==> config.mk <==
export PLATFORM = sky130hd
export DESIGN_NAME = add_seq
export DESIGN_NICKNAME = d
export VERILOG_FILES = /design/src/rtl/add_seq.sv
export SDC_FILE = /design/constraint.sdc
export NUM_CORES = 1
export LEC_CHECK = 0
export CAP_MARGIN = 20
export CORE_AREA = 4 4 85 127
export DETAILED_ROUTE_END_ITERATION = 7
export DIE_AREA = 0 0 89 131
export DONT_BUFFER_PORTS = 1
export GPL_TIMING_DRIVEN = 1
export MAX_ROUTING_LAYER = met4
export PLACE_DENSITY = 0.66
export SLEW_MARGIN = 20
export SYNTH_ARGS = -nofsm -noshare
export SYNTH_HDL_FRONTEND = slang
export SYNTH_HIERARCHICAL = 1
export SYNTH_SLANG_ARGS = --single-unit
==> constraint.sdc <==
create_clock -name clk -period 8.3 [get_ports clk]
set_input_delay 2.49 -clock clk [delete_from_list [all_inputs] [get_ports clk]]
set_output_delay 2.49 -clock clk [all_outputs]
set_load 0.005 [all_outputs]
==> src/rtl/add_seq.sv <==
// rtl/add_seq.sv - byte-serial add/subtract unit time-sharing one 8-bit adder

// add8 - 8-bit adder slice with carry in and carry out
module add8 (
    input  logic [7:0] a,
    input  logic [7:0] b,
    input  logic       ci,
    output logic [7:0] y,
    output logic       co
);

    logic [8:0] w_sum;

    // Nine-bit sum keeps the carry out of bit 7
    always_comb begin
        w_sum = {1'b0, a} + {1'b0, b} + {8'd0, ci};
    end

    assign y  = w_sum[7:0];
    assign co = w_sum[8];

endmodule

// add_seq - W-bit add/sub computed one byte per cycle, LSB byte first
module add_seq #(
    parameter int NBYTES = 4
) (
    input  logic                clk,
    input  logic                rst_n,
    input  logic                start,
    input  logic                sub,
    input  logic [8*NBYTES-1:0] a,
    input  logic [8*NBYTES-1:0] b,
    output logic                busy,
    output logic                done,
    output logic [8*NBYTES-1:0] y,
    output logic                co,
    output logic                ovf
);

    localparam int W  = 8 * NBYTES;
    localparam int IW = (NBYTES > 1) ? $clog2(NBYTES) : 1;
    localparam logic [IW-1:0] LAST_IDX = IW'(NBYTES - 1);

    typedef enum logic [1:0] {
        S_IDLE = 2'd0,
        S_RUN  = 2'd1,
        S_DONE = 2'd2
    } state_t;

    state_t         r_state;
    logic [W-1:0]   r_a;
    logic [W-1:0]   r_bx;      // operand B already inverted for subtraction
    logic [IW-1:0]  r_idx;
    logic           r_carry;
    logic [W-1:0]   r_y;
    logic           r_co;
    logic           r_ovf;
    logic           r_busy;
    logic           r_done;

    logic [7:0]     w_a_byte;
    logic [7:0]     w_b_byte;
    logic [7:0]     w_sum;
    logic           w_co;
    logic           w_ovf;

    // Select the operand bytes addressed by the current slice index
    always_comb begin
        w_a_byte = 8'd0;
        w_b_byte = 8'd0;
        for (int k = 0; k < NBYTES; k++) begin
            if (r_idx == IW'(k)) begin
                w_a_byte = r_a[8*k +: 8];
                w_b_byte = r_bx[8*k +: 8];
            end
        end
    end

    add8 u_add8 (
        .a  (w_a_byte),
        .b  (w_b_byte),
        .ci (r_carry),
        .y  (w_sum),
        .co (w_co)
    );

    // Signed overflow is only meaningful on the MSB slice, where w_sum[7] is y[W-1]
    always_comb begin
        w_ovf = (r_a[W-1] == r_bx[W-1]) && (w_sum[7] != r_a[W-1]);
    end

    // Sequencer: latch operands, ripple one byte per cycle, pulse done, return to idle
    always_ff @(posedge clk or negedge rst_n) begin
        if (!rst_n) begin
            r_state <= S_IDLE;
            r_a     <= '0;
            r_bx    <= '0;
            r_idx   <= '0;
            r_carry <= 1'b0;
            r_y     <= '0;
            r_co    <= 1'b0;
            r_ovf   <= 1'b0;
            r_busy  <= 1'b0;
            r_done  <= 1'b0;
        end else begin
            case (r_state)
                S_IDLE: begin
                    r_done <= 1'b0;
                    if (start) begin
                        r_a     <= a;
                        r_bx    <= b ^ {W{sub}};
                        r_idx   <= '0;
                        r_carry <= sub;
                        r_busy  <= 1'b1;
                        r_state <= S_RUN;
                    end
                end
                S_RUN: begin
                    for (int k = 0; k < NBYTES; k++) begin
                        if (r_idx == IW'(k)) begin
                            r_y[8*k +: 8] <= w_sum;
                        end
                    end
                    r_carry <= w_co;
                    if (r_idx == LAST_IDX) begin
                        r_idx   <= '0;
                        r_co    <= w_co;
                        r_ovf   <= w_ovf;
                        r_done  <= 1'b1;
                        r_state <= S_DONE;
                    end else begin
                        r_idx <= r_idx + 1'b1;
                    end
                end
                S_DONE: begin
                    r_done  <= 1'b0;
                    r_busy  <= 1'b0;
                    r_state <= S_IDLE;
                end
                default: begin
                    r_done  <= 1'b0;
                    r_busy  <= 1'b0;
                    r_state <= S_IDLE;
                end
            endcase
        end
    end

    assign busy = r_busy;
    assign done = r_done;
    assign y    = r_y;
    assign co   = r_co;
    assign ovf  = r_ovf;

endmodule
==> metrics.yaml <==
rsz0062_at_grt: "no"
place.gp.congestion: 0.753
cts_setup_buffers: 0
synthDistinctLibCells: 40
p_leak_uw: 0.00245
max_slew.worst_pin.slew_ns: 1.01
worstHoldPathType: "reg -> reg"
end_kind: "register"
cts-buffers-inserted: 9
clockBufferDepth: 2
postLayoutCellArea_sq_mm: 0.00559
synth_cells: 464
track_usage: 0.205
critPathKind: "in -> reg"
num_vias: 3312
synthFlopType: "dfrtp_1"
dp.cells: 554
dpl_cell_area_sq_mm: 0.00526
netlist.area_leader.share: 0.502
synthTopCellsByArea: "dfrtp_1, mux2_2, mux2_4"
ant_nets: 0
drt-wirelength-per-cell_um: 19.1
area_growth_pct: 6.64
yosysSeqAreaShare: 0.502
io_pins: 104
yosysTopAreaCell: "dfrtp_1"
synthArstFlopShare: 1.00
grt_pass1_vias: 3458
drt_first_iter_violations: 147
arrival_ns: 3.91
hold_buffers: 0
synth_common_cells: "dfrtp_1, a21oi_1, mux2_2"
worstSkewPairLatency_ns: 0.34
fmaxAchievable_mhz: 272
post-route-period-util: 0.444
synth.most_common_cell: "dfrtp_1"
grt_pass1_wl_mm: 17.5
routed_wl_mm: 10.9
hold_viol_final: 0
synth_fp_nets: 545
slew_headroom: 0.328
period_needed_ns: 3.68
setup_viol: 0
outcome: "finished clean"
clk_pin_slew_ns: 0.06
ctsResizeCount: 0
startpoint_type: "primary input"
drive_above_1_share: 0.189
die-width_um: 89
ys_ff_latch: 105
netlist_area_sq_mm: 0.00524
slew_violations: 0
initial_core_util: 0.544
cap_violations: 0
die-height_um: 131
synth_warnings: 6
std_cell_rows: 44
cts_root_buf: "clkbuf_16"
synth-edff-count: 0
die-area_sq_mm: 0.0117
powerDensity_mw_per_mm2: 541
skew_ns: 0.0102
required_ns: 8.52
htreeDepth: 3
coreArea_sq_mm: 0.00963
overflow: 0
crit_path_max_fanout: 103
syn_area_per_cell_sq_um: 11.3
fin_nets: 531
cts_tree: "yes"
antenna_found_initial: 1
dp_hpwl_mm: 7.80
final_cells: 571
drc: 0
grt_max_degree: 106
vdd_ir_drop_max_uv: 329
fin_setup_tns_ns: 0
via_per_inst: 5.80
whs_ns: 0.510
drtPass1Iterations: 4
portBuffers: 0
cts.sinks: 105
## layout by cell type, fill, tap and decap left out, types with 2 or more instances in the layout
master	n
a21o_1	3
a21oi_1	56
a221oi_1	3
a22o_1	15
a311o_1	2
buf_4	4
bufinv_16	2
clkbuf_16	9
clkinv_2	2
dfrtp_1	105
fa_1	2
ha_1	10
inv_1	20
mux2_2	35
mux2_4	24
nand2_1	32
nand2_8	3
nand3_1	2
nand3b_1	2
nor2_1	28
nor2b_1	7
o21a_1	2
o21ai_0	30
o31ai_1	3
xnor2_1	27
xor2_1	9
## worst max-delay path, stage by stage
cell and delay (ns):
nor3b_4 0.15, buf_4 0.76, mux2_2 0.42
## metal layers
layer,global-route usage,wire length (um),vias up
met5,-,0,-
met4,0.0789,204,0
met3,0.0558,673,13
met2,0.338,5650,110
met1,0.235,4370,1620
li1,-,-,1569
## metrics by stage
step	utilization	total power [uW]	setup slack (ns)
CTS	0.579	3050	4.32
finish	0.580	3020	4.62
global placement	0.546	2510	4.33
global route	0.580	3280	4.36
detailed placement	0.546	2590	4.29
floorplan	-	2240	4.85
## cell families after synthesis
group,Yosys count,share of synthesized area
AO/OA/AOI/OAI,120,0.137
flip-flops,105,0.502
AND/OR/NAND/NOR,80,0.0762
multiplexers,60,0.146
buffers and inverters,50,0.0454
XOR/XNOR,36,0.0602
adder cells (fa/ha/maj),13,0.0339
## power breakdown
part / internal, uW / switching [uW] / leakage (uW)
clock network: 272 / 179 / 0.000159
registers: 780 / 169 / 0.00123
logic: 778 / 841 / 0.00106
## final timing paths
path                                       from                   end  slack [ns]  depth (start not counted)
min                         r_a[14]$_DFFE_PN0P_   r_a[14]$_DFFE_PN0P_        0.51                          1
min reg2reg                 r_a[14]$_DFFE_PN0P_   r_a[14]$_DFFE_PN0P_        0.51                          1
max                                       start    r_a[7]$_DFFE_PN0P_        4.62                          3
max reg2reg                r_idx[0]$_DFFE_PN0P_       ovf$_DFFE_PN0P_        4.66                         12
max in group asynchronous                 rst_n   r_a[27]$_DFFE_PN0P_        6.34                          0
min in group asynchronous                 rst_n  r_idx[1]$_DFFE_PN0P_        1.84                          0
## area by class of cell
class	instances	area (sq um)
Fill cell	815	4050
Sequential cell	105	2630
Multi-Input combinational cell	309	2380
Clock buffer	11	243
Tap cell	115	144
Clock inverter	5	78.8
Inverter	21	78.8
Timing Repair Buffer	4	30.0
Antenna cell	1	2.50
## flip-flops by register name, summed over array words and instances (netlist names)
signal   flops
busy         1
r_bx        32
r_carry      1
r_state      2
r_a         32
r_idx        2
ovf          1
y           32
co           1
done         1
No activity file was read; power rests on OpenSTA's default activity.
